### src/rtl/fir_sample_feeder.sv
`default_nettype none
// ============================================================================
// Module      : fir_sample_feeder
// Description : FIFO-buffered sample streamer for the FIR input interface,
//               with programmable inter-sample gaps and an optional zero flush.
// Revision    : 1.0 - initial release
// ============================================================================
module fir_sample_feeder #(
    parameter int DATA_W = 4,
    parameter int DEPTH  = 8,
    parameter int TAPS   = 4,
    parameter int GAP_W  = 4
) (
    input  logic              clock,
    input  logic              reset,
    input  logic [DATA_W-1:0] wr_data,
    input  logic              wr_valid,
    output logic              wr_ready,
    input  logic              start,
    input  logic [GAP_W-1:0]  gap,
    input  logic              flush_en,
    output logic [DATA_W-1:0] io_in,
    output logic              io_valid,
    output logic              busy,
    output logic              done,
    output logic [7:0]        sent_cnt
);

    localparam int c_ADDR_W  = (DEPTH > 1) ? $clog2(DEPTH) : 1;
    localparam int c_CNT_W   = c_ADDR_W + 1;
    localparam int c_FLUSH_N = TAPS - 1;
    localparam int c_FLS_W   = $clog2(TAPS) + 1;

    typedef enum logic [2:0] {
        S_IDLE  = 3'd0,
        S_SEND  = 3'd1,
        S_GAP   = 3'd2,
        S_FLUSH = 3'd3,
        S_DONE  = 3'd4
    } state_t;

    state_t              r_state;
    logic [DATA_W-1:0]   r_mem [DEPTH];
    logic [c_ADDR_W-1:0] r_wr_ptr;
    logic [c_ADDR_W-1:0] r_rd_ptr;
    logic [c_CNT_W-1:0]  r_count;
    logic [GAP_W-1:0]    r_gap;
    logic [GAP_W-1:0]    r_gap_cnt;
    logic                r_flush_en;
    logic [c_FLS_W-1:0]  r_flush_cnt;
    logic [DATA_W-1:0]   r_io_in;
    logic                r_io_valid;
    logic                r_busy;
    logic                r_done;
    logic [7:0]          r_sent_cnt;

    logic               w_full;
    logic               w_empty;
    logic               w_push;
    logic               w_pop;
    logic [c_CNT_W-1:0] w_count_next;
    logic               w_to_flush;

    assign w_full       = (r_count == c_CNT_W'(DEPTH));
    assign w_empty      = (r_count == '0);
    assign w_push       = wr_valid && !w_full;
    assign w_pop        = (r_state == S_SEND) && !w_empty;
    assign w_count_next = r_count + c_CNT_W'(w_push) - c_CNT_W'(w_pop);
    // A one-tap FIR has nothing to flush, so the flush phase is skipped.
    assign w_to_flush   = r_flush_en && (c_FLUSH_N > 0);

    assign wr_ready = !w_full;
    assign io_in    = r_io_in;
    assign io_valid = r_io_valid;
    assign busy     = r_busy;
    assign done     = r_done;
    assign sent_cnt = r_sent_cnt;

    always_ff @(posedge clock) begin
        if (w_push) begin
            r_mem[r_wr_ptr] <= wr_data;
        end
    end

    always_ff @(posedge clock or posedge reset) begin
        if (reset) begin
            r_wr_ptr <= '0;
            r_rd_ptr <= '0;
            r_count  <= '0;
        end else begin
            if (w_push) begin
                r_wr_ptr <= r_wr_ptr + c_ADDR_W'(1);
            end
            if (w_pop) begin
                r_rd_ptr <= r_rd_ptr + c_ADDR_W'(1);
            end
            r_count <= w_count_next;
        end
    end

    always_ff @(posedge clock or posedge reset) begin
        if (reset) begin
            r_state     <= S_IDLE;
            r_gap       <= '0;
            r_gap_cnt   <= '0;
            r_flush_en  <= 1'b0;
            r_flush_cnt <= '0;
            r_io_in     <= '0;
            r_io_valid  <= 1'b0;
            r_busy      <= 1'b0;
            r_done      <= 1'b0;
            r_sent_cnt  <= '0;
        end else begin
            r_io_in    <= '0;
            r_io_valid <= 1'b0;
            r_done     <= 1'b0;
            case (r_state)
                S_IDLE: begin
                    if (start && !w_empty) begin
                        r_state    <= S_SEND;
                        r_busy     <= 1'b1;
                        r_gap      <= gap;
                        r_flush_en <= flush_en;
                        r_sent_cnt <= '0;
                    end
                end
                S_SEND: begin
                    r_io_valid <= 1'b1;
                    r_io_in    <= r_mem[r_rd_ptr];
                    if (r_sent_cnt != 8'hFF) begin
                        r_sent_cnt <= r_sent_cnt + 8'd1;
                    end
                    if (w_count_next != '0) begin
                        if (r_gap != '0) begin
                            r_state   <= S_GAP;
                            r_gap_cnt <= r_gap;
                        end
                    end else if (w_to_flush) begin
                        r_state     <= S_FLUSH;
                        r_flush_cnt <= c_FLS_W'(c_FLUSH_N);
                    end else begin
                        r_state <= S_DONE;
                    end
                end
                S_GAP: begin
                    if (r_gap_cnt <= GAP_W'(1)) begin
                        if (!w_empty) begin
                            r_state <= S_SEND;
                        end else if (w_to_flush) begin
                            r_state     <= S_FLUSH;
                            r_flush_cnt <= c_FLS_W'(c_FLUSH_N);
                        end else begin
                            r_state <= S_DONE;
                        end
                    end else begin
                        r_gap_cnt <= r_gap_cnt - GAP_W'(1);
                    end
                end
                S_FLUSH: begin
                    r_io_valid <= 1'b1;
                    if (r_flush_cnt <= c_FLS_W'(1)) begin
                        r_state <= S_DONE;
                    end else begin
                        r_flush_cnt <= r_flush_cnt - c_FLS_W'(1);
                    end
                end
                S_DONE: begin
                    r_done  <= 1'b1;
                    r_busy  <= 1'b0;
                    r_state <= S_IDLE;
                end
                default: begin
                    r_state <= S_IDLE;
                    r_busy  <= 1'b0;
                end
            endcase
        end
    end

endmodule
`default_nettype wire

### config.mk
export PLATFORM = sky130hd
export DESIGN_NAME = fir_sample_feeder
export DESIGN_NICKNAME = d
export VERILOG_FILES = /design/src/rtl/fir_sample_feeder.sv
export SDC_FILE = /design/constraint.sdc
export NUM_CORES = 1
export LEC_CHECK = 0
export CORE_MARGIN = 1.5
export CORE_UTILIZATION = 33
export DETAILED_ROUTE_END_ITERATION = 8
export GPL_ROUTABILITY_DRIVEN = 0
export GPL_TIMING_DRIVEN = 0
export PLACE_DENSITY = 0.62
export SYNTH_ARGS = -nofsm -noshare
export SYNTH_HDL_FRONTEND = slang
export SYNTH_SLANG_ARGS = --single-unit
### constraint.sdc
create_clock -name clock -period 10.2 [get_ports clock]
set_input_delay 1.53 -clock clock [delete_from_list [all_inputs] [get_ports clock]]
set_output_delay 1.53 -clock clock [all_outputs]
set_load 0.05 [all_outputs]
-- Word level (Yosys, flattened, before mapping)
Memories as Yosys holds them, arrays and structs flattened.
Index checks and enable logic that the tools add are counted.
- bits in registers: 40
- RAM bits: 32
- input bits: 13
- output and inout bits: 16
- memories kept: 1
- $add $sub $neg: 7
- magnitude comparators: 2
- eq/ne operators: 17
- mux-type cells: 28
- bitwise logic cells: 1
- reduce and logical (&&, ||, !) cells: 20
- memories (name ; words ; width ; read ports ; clocked after memory_dff ; wr ports ; RTL line ; source):
    r_mem ; 8 ; 4 ; 1 ; 0 ; 1 ; 43 ; logic [DATA_W-1:0] r_mem [DEPTH];
- operators by type and width (kind ; number):
    $mux 3 ; 12
    $mux 4 ; 4
    $mux 8 ; 2
    $pmux 8 s2 ; 1
    $ne 2x2->1 const B ; 7
    $pmux 3 s4 ; 1
    $pmux 3 s3 ; 1
    $add 8x1->8 const B ; 1
    $ne 8x8->1 const B ; 1
    $pmux 4 s2 ; 1
    $reduce_and 4->1 ; 2
    $reduce_bool 4->1 ; 2
    $add 3x1->3 const B ; 2
    $eq 3x2->1 const B ; 2
    $ne 2x1->1 const B ; 3
    $mux 1 ; 5
    $reduce_and 5->1 ; 1
    $add 4x1->4 ; 1
    $eq 4x4->1 const B ; 1
    $le 4x1->1 const B ; 1
    $logic_not 4->1 ; 1
    $reduce_and 2->1 ; 2
    $reduce_bool 2->1 ; 2
    $sub 4x1->4 ; 1
    15 further kinds ; 18

-- Logic depth before layout (Yosys ltp)
Gate-level depths: netlist (run 1).
- word-level depth: 8
- gate-level depth with buffers: 14
- gate-level depth less buffers: 14

-- Worst setup path before layout (run 1)
No wires, ideal clock.
- path kind: input port to flip-flop
- start point: input wr_valid
- end point: register r_flush_cnt[0]
- arrival time: 4090 ps
- setup slack: 5985 ps
- stages on the path: 11
- path buffers: 0
- cells stage by stage: nand2_1 > ha_1 > inv_1 > ha_1 > inv_1 > fa_1 > xnor2_1 > a2111oi_4 > o32ai_2 > or3_4 > mux2_4
- longest elaborated chain between the ends: 6
- RTL lines (element ; RTL line ; source):
    from (decl) ; 17 ; input logic wr_valid,
    $logic_and 1x1->1 ; 66 ; assign w_push = wr_valid && !w_full;
    $add 4x1->4 ; 68 ; assign w_count_next = r_count + c_CNT_W'(w_push) - c_CNT_W'(w_pop);
    $sub 4x1->4 ; 68 ;
    named net w_count_next[2] ; 61 ; logic [c_CNT_W-1:0] w_count_next;
    $reduce_bool 4->1 ; 133 ; if (w_count_next != '0) begin
    $ne 2x2->1 (no source line) ; n/a ;
    $reduce_and 5->1 (no source line) ; n/a ;
    to (signal assigned) ; 140 ; r_flush_cnt <= c_FLS_W'(c_FLUSH_N);
    to (signal assigned) ; 151 ; r_flush_cnt <= c_FLS_W'(c_FLUSH_N);
    to (signal assigned) ; 164 ; r_flush_cnt <= r_flush_cnt - c_FLS_W'(1);
    to (decl) ; 50 ; logic [c_FLS_W-1:0] r_flush_cnt;
The timed path passes the listed nets, and every way through them passes these cells.
A chain may end at the register's enable or synchronous reset.

-- Worst setup path in the final report (run 1)
- start point: input wr_valid
- end point: register r_flush_cnt[1]
The elaborated chain is that of the path after synthesis.

==> results.md, run 1 <==
* Outcome: finished, final reports clean
* FF/Latch Area at 0.00196 mm²
* Area growth syn-to-layout at 18.8%
* Netlist cell types at 49
* Initial Util at 0.345
* Slowest stage cell, crit path: o32ai_2
* Min Clock Period, post-route at 4.66 ns
* Hold Crit Class: flip-flop to flip-flop
* Vias in the first global route at around 2200
* Bufs and invs on worst path at 3
* Placed Cells at 439
* Share of cells above drive strength 1 at 0.0932
* Sink Count at between 70 and 80
* F_max at 0.215 GHz
* CTS HTree Levels at 3
* Critical Path AT at 4.89 ns
* Max cap viols at 0
* Clk buf depth at 2
* Drt first-iter violations at 72
* Final ANT Viol Nets at 0
* Leak at 1.56 nW
* Synth area leader: dfrtp_1
* Asr flop ratio synth at 0.556
* Tot GR Track Use at 0.128
* Worst slew margin at 0.421
* Clk_skew at about 0.007 ns
* Num CTS Buffers at 9
* Grt ovf at 0
* Synth top area share at 0.293
* DRC violations left at 0
* Area of the multi-input gates at 0.00137 mm²
* Wire length per cell at 14.0 µm
* Via Count at 2215
* Period utilization at 0.456
* Cell Chain, Critical Path: clkdlybuf4s50_1 -> nand2_1 -> ha_1 -> inv_1 -> ha_1 -> inv_1 -> fa_1 -> xnor2_1 -> a2111oi_4 -> o32ai_2 -> or3_4 -> mux2_4
* Number of diodes at 0
* Critical path type: input port to flip-flop
* Die Span Y at between 100 and 150 µm
* Synth cell count leaders: dfrtp_1, edfxtp_1, nand2_1
* First-pass GRT wire length at around 11000 µm
* Sw Ratio at 0.404
* Initial antenna violation count at 0
* Core area at 0.00991 mm²
* Dpl hpwl at about 4600 µm
* Post-Synthesis Mean Instance Area at 12.3 µm²
* Psw at between 0.0004 and 0.0005 W
* Fin Hold WS at approximately 0.5 ns
* Final Hold Viols at 0
* Clock Pin Slew Worst Setup and Hold Paths at 0.08 ns
* Fill cells at approximately 970
* Worst Max-Slew Pin Slew at ~0.87 ns
* Delay-heaviest family, CP: adder cells
* Endpoint class of the critical path: flip-flop
* Synthesized cell area at 0.00342 mm²
* Seq/Total Area, Yosys at 0.574
* CTS root buffer: clkbuf_8
* Post-Syn Instances at 278
* Port Buf Inserts at 28
* DIE AREA at 0.0110 mm²
* Hold Buf Count CTS at 0
* RSZ-0062 raised after global routing: no
* Post-CTS Setup Bufs at 0
* I/O pin count at 29
* Pre-antenna DRT Iters at 6
* Crit path largest cell delay at 0.59 ns
* Seq cells post-synth at 72
* Synth Flop Type: dfrtp_1
* Count leader, synth: dfrtp_1
* CTS tree: done
* Worst setup SP type: input port
* Worst EP required at between 10 and 15 ns
* Comb pwr share at 0.450
* Ys Warns at 0
* WL final at 6380 µm
* Peak VDD IR at 0.000105 V
* Net count after synthesis at 305
* Die Wd at 105 µm
* Vias per inst at 4.87
* Layout Cells excl Fill at 455
* Crit Path Max Fanout at 8
* Pin count of the biggest net entering global routing at 41
* Pwr dens at between 200 and 300 mW/mm²
* Ranking of synthesized cells by area: dfrtp_1, edfxtp_1, mux4_2, ha_1, nand2_1
* Post-synth EDFFs at 32
* # rows at 36
* Clock Latency Late Sink at 0.34 ns
* # setup viols final at 0
* Clock power frac at 0.184
* Internal at ~0.00072 W
* Fin Setup TNS at 0 ns
* Sequential share of power at 0.366
* Cts repair resizes at 0
* Max Slew Vio Count at 0
* Fin nets at 344
[state kept, by name (all words and copies together) (netlist names)]
signal and cells:
io_in 4, r_wr_ptr 3, r_mem 32, r_rd_ptr 3
busy 1, r_state 3, done 1, r_flush_en 1
io_valid 1, r_count 4, r_gap_cnt 4, r_gap 4
r_flush_cnt 3, sent_cnt 8
[cell usage in the layout (no fill, tap or decap), types with 2 or more instances in the layout]
cell type / n
clkinvlp_4: 2
nor3b_1: 3
o21ai_1: 4
inv_6: 2
a21o_1: 3
o21ai_0: 8
clkbuf_1: 8
nand2_1: 31
a31oi_1: 3
mux2_1: 2
dfrtp_1: 40
nand2b_1: 6
a21oi_1: 7
nand3_1: 13
nand3b_1: 5
inv_1: 13
clkdlybuf4s50_1: 28
buf_1: 2
nor3_1: 6
nand4_1: 2
clkbuf_8: 9
o211ai_1: 3
and2_1: 4
a211oi_1: 2
ha_1: 13
edfxtp_1: 32
nor2_1: 21
xor2_1: 2
mux2i_1: 4
nor2b_1: 2
xnor2_1: 8
a2111oi_4: 2
mux4_2: 8
mux2_4: 2
[cell families after synthesis]
kind of cell	Yosys count	synth area share
fa+ha+maj	14	0.0535
mux	16	0.0798
xor+xnor	10	0.0256
flops	72	0.574
compound gates	43	0.0978
simple gates	100	0.144
buf+inv	23	0.0253
[layer usage]
metal / vias up / wire length [µm] / GRT usage
met4: 0 / 41 / 0.0313
met1: 1082 / 2970 / 0.164
met5: - / 0 / 0
met3: 7 / 251 / 0.0437
li1: 1088 / - / -
met2: 38 / 3120 / 0.206
[worst reg2reg max path: cells and delay by family (launching register included)]
family / cells / cell delay [ns]
xor gates and xnor gates: 1 / 0.44
adders and majority gates: 3 / 0.86
DFF: 1 / 0.44
AOI/OAI and AO/OA: 2 / 0.74
and+or+nand+nor: 4 / 0.97
muxes: 1 / 0.30
buffers and inverters: 3 / 0.36
[through the flow]
step                power (W)  cell area, µm²   util  setup WS, ns
finish                0.00120            4060  0.410          5.54
global route          0.00130            4060  0.410          5.38
CTS                   0.00122            4060  0.410          5.56
detailed placement   0.000990            3860  0.390          5.18
global placement     0.000979            3860  0.390          5.22
floorplan            0.000854            3420      -          5.99
[power by group through the flow]
stage,Clock [W],Combinational [W],Sequential (W)
detailed placement,0,0.000544,0.000446
global placement,0,0.000534,0.000445
floorplan,0,0.000370,0.000484
CTS,0.000229,0.000547,0.000441
global route,0.000243,0.000599,0.000454
finish,0.000221,0.000540,0.000440
[worst paths after layout]
check | start | slack [ns] | endpoint | cells after the start
worst max-delay path | wr_valid | 5.54 | r_flush_cnt[1] | 12
worst min-delay path | busy | 0.50 | busy | 1
worst max register to register | r_state[2] | 6.01 | r_flush_cnt[1] | 14
worst min register to register | busy | 0.50 | busy | 1
max in group asynchronous | reset | 7.97 | r_flush_en | 2
min in group asynchronous | reset | 1.68 | io_in[0] | 2
[cell type report]
class,count,share of cell area
Clock inverter,6,0.0166
Tap cell,133,0.0410
Sequential cell,72,0.483
Buffer,9,0.00832
Multi-Input combinational cell,183,0.337
Clock buffer,10,0.0314
Timing Repair Buffer,28,0.0691
Inverter,14,0.0129
Note: power is estimated with default switching activity, not from simulation.
==> run 2: changes to the inputs <==
--- a/config.mk
+++ b/config.mk
@@ -10,7 +10,7 @@
 export DETAILED_ROUTE_END_ITERATION = 8
 export GPL_ROUTABILITY_DRIVEN = 0
 export GPL_TIMING_DRIVEN = 0
-export PLACE_DENSITY = 0.62
+export PLACE_DENSITY = 0.64
 export SYNTH_ARGS = -nofsm -noshare
 export SYNTH_HDL_FRONTEND = slang
 export SYNTH_SLANG_ARGS = --single-unit
==> constraint.sdc (replaced) <==
create_clock -name clock -period 4.1 [get_ports clock]
set_input_delay 0.615 -clock clock [delete_from_list [all_inputs] [get_ports clock]]
set_output_delay 0.615 -clock clock [all_outputs]
set_load 0.05 [all_outputs]
==> run 2 against run 1 <==
Critical path depth increased by 2. Cell count up 0.44%. Clock power increased by 140%. Global-route usage up 0.56 points. Register-to-register slack worse by 5.7 ns. Combinational power grew to 2.6 times the previous value. Design area is 1.1% higher. Critical path type is now flip-flop to flip-flop. Highest routed layer unchanged.
==> results.md, run 2 (synthesis results as in run 1) <==
* RSZ-0062 raised after global routing: no
* Period utilization at 0.936
* Final worst slack at 0.262 ns (-5.28 ns)
* Pin count of the biggest net entering global routing at 41 (unchanged)
* Vias in the first global route at 2348 (+5.2%)
* Overall power at 0.00304 W (+150%)
* Number of diodes at 0 (unchanged)
* Max Slew Vio Count at 0 (unchanged)
* Vias per inst at 4.96 (+1.9%)
* Fin Hold WS at 0.478 ns (-0.0221 ns)
* Port Buf Inserts at 28 (unchanged)
* Most frequent cells in the layout: dfrtp_1, edfxtp_1, nand2_1, clkdlybuf4s50_1, nor2_1
* Pre-antenna DRT Iters at 4 (-2)
* Critical Path AT at 4.09 ns (-0.80 ns)
* Area growth syn-to-layout at 20.1%
* WL final at 6690 µm (+4.8%)
* F_max at 0.261 GHz
* Initial antenna violation count at 0 (unchanged)
* CTS tree: done
* Worst R2R Path Depth at 14 (unchanged)
* Endpoint class of the critical path: flip-flop
* Drt first-iter violations at 88 (+22%)
* Initial Util at 0.345 (unchanged)
* Grt ovf at 0 (unchanged)
* Top reg by flops: r_mem
* Final ANT Viol Nets at 0 (unchanged)
* Wire length per cell at 14.6 µm (+4.3%)
* CTS HTree Levels at 3 (unchanged)
* Critical path type: flip-flop to flip-flop
* I/O pin count at 29 (unchanged)
* Via Count at 2268 (+2.4%)
* Tot GR Track Use at 0.133 (+0.00564)
* Peak VDD IR at 0.000319 V (+200%)
* Clock Pin Slew Worst Setup and Hold Paths at 0.08 ns (about the same)
* Dpl hpwl at 4670 µm (+1.9%)
* Worst EP required at 4.35 ns (-6.08 ns)
* Leak at 1.59 nW (+1.8%)
* Fin nets at 346 (+0.58%)
* Worst slew margin at 0.438 (+0.0169)
* Hold path depth at 1 (unchanged)
* Setup slack, reg-to-reg at 0.26 ns (-5.75 ns)
* # rows at 36 (unchanged)
* Max FFs per register at 32 (unchanged)
* # setup viols final at 0 (unchanged)
* Crit Path Max Fanout at 8 (unchanged)
* Die Span Y at 105 µm (unchanged)
* Num CTS Buffers at 9 (unchanged)
* First-pass GRT wire length at 11500 µm (+5.6%)
* Clock Latency Late Sink at 0.36 ns (+0.02 ns)
* Share of cells above drive strength 1 at 0.120 (+0.0272)
* FF/Latch Area at 0.00196 mm² (unchanged)
* Fill cells at 968 (-0.41%)
* Worst Setup Slack post-DPL at -0.149 ns (-5.33 ns)
* Outcome: finished, final reports clean
* Final Hold Viols at 0 (unchanged)
* DIE AREA at 0.0110 mm² (unchanged)
* Pwr dens at 741 mW/mm² (+150%)
* CTS root buffer: clkbuf_8
* Clk buf depth at 2 (unchanged)
* Die Wd at 105 µm (unchanged)
* Max cap viols at 0 (unchanged)
* Sink Count at 72 (unchanged)
* Min Clock Period, post-route at 3.84 ns
* DRC violations left at 0 (unchanged)
* Clk_skew at 0.00797 ns (+0.000892 ns)
* Worst setup SP type: flip-flop
* Core area at 0.00991 mm² (unchanged)
* Worst Max-Slew Pin Slew at 0.842 ns (-0.0253 ns)
* Area of the multi-input gates at 0.00140 mm² (+2.3%)
* Most common cell after layout, fill and taps aside: dfrtp_1
* Hold Crit Class: flip-flop to flip-flop
-- run 2: cell count changes in the layout (fill, tap and decap cells not counted), moves of 2 or more --
cell / previous run / this run
clkbuf_1: 8 / 6
inv_8: 0 / 2
clkinv_4: 0 / 3
buf_4: 0 / 3
-- run 2: path summary, 6_finish.rpt --
| path | from | end |
|---|---|---|
| hold / removal | busy | busy |
| min in group asynchronous | reset | io_in[2] |
| hold reg to reg | busy | busy |
| setup reg to reg | r_count[2] | r_flush_cnt[1] |
| max in group asynchronous | reset | r_wr_ptr[1] |
| setup / recovery | r_count[2] | r_flush_cnt[1] |
-- run 2: worst max-delay path, cell delays in order (launching register included) --
cell and delay, ns:
dfrtp_1 0.36, inv_1 0.10, ha_1 0.17, nor3b_4 0.31
nor2_4 0.10, ha_1 0.28, inv_1 0.06, ha_1 0.20
inv_1 0.07, fa_1 0.42, xnor2_2 0.22, a2111oi_4 0.45
o32ai_2 0.25, or3_4 0.45, mux2_4 0.31
-- run 2: layout make-up --
cell class              count  share of cell area
clock buffers               9              0.0302
plain buffers               8             0.00732
repair buffers             31              0.0738
multi-input cells         183               0.341
well taps                 133              0.0406
clock inverters             7              0.0159
inverters                  14              0.0128
flip-flops and latches     72               0.478
-- run 2: per-stage QoR --
stage / setup TNS (ns) / util / cells / cell area [µm²]
after floorplan: 0 / - / 278 / 3420
after global placement: -0.153 / 0.390 / 439 / 3860
after detailed placement: -0.326 / 0.390 / 439 / 3860
after CTS: 0 / 0.411 / 455 / 4070
after global routing: 0 / 0.414 / 457 / 4100
final: 0 / 0.414 / 457 / 4100
-- run 2: metal layers --
metal  vias to the layer above  share of wire  track usage
li1                       1092              -            -
met1                      1122           0.47        0.167
met2                        42           0.48        0.219
met3                        12          0.034       0.0356
met4                         0          0.017       0.0519
met5                         -              0            0
-- run 2: what timing repair did --
action / in CTS / in global routing
resized for setup: 4 / 3
setup buffers: 0 / 3
hold buffers: 0 / 0
setup endpoints to repair: 7 / 5
pin swaps: 2 / 2
-- run 2: where the power goes --
| part | internal (W) | total (W) | switching, W |
|---|---|---|---|
| sequential | 0.000960 | 0.00111 | 0.000149 |
| combinational | 0.000567 | 0.00140 | 0.000828 |
| clock | 0.000233 | 0.000535 | 0.000302 |
| total | 0.00176 | 0.00304 | 0.00128 |
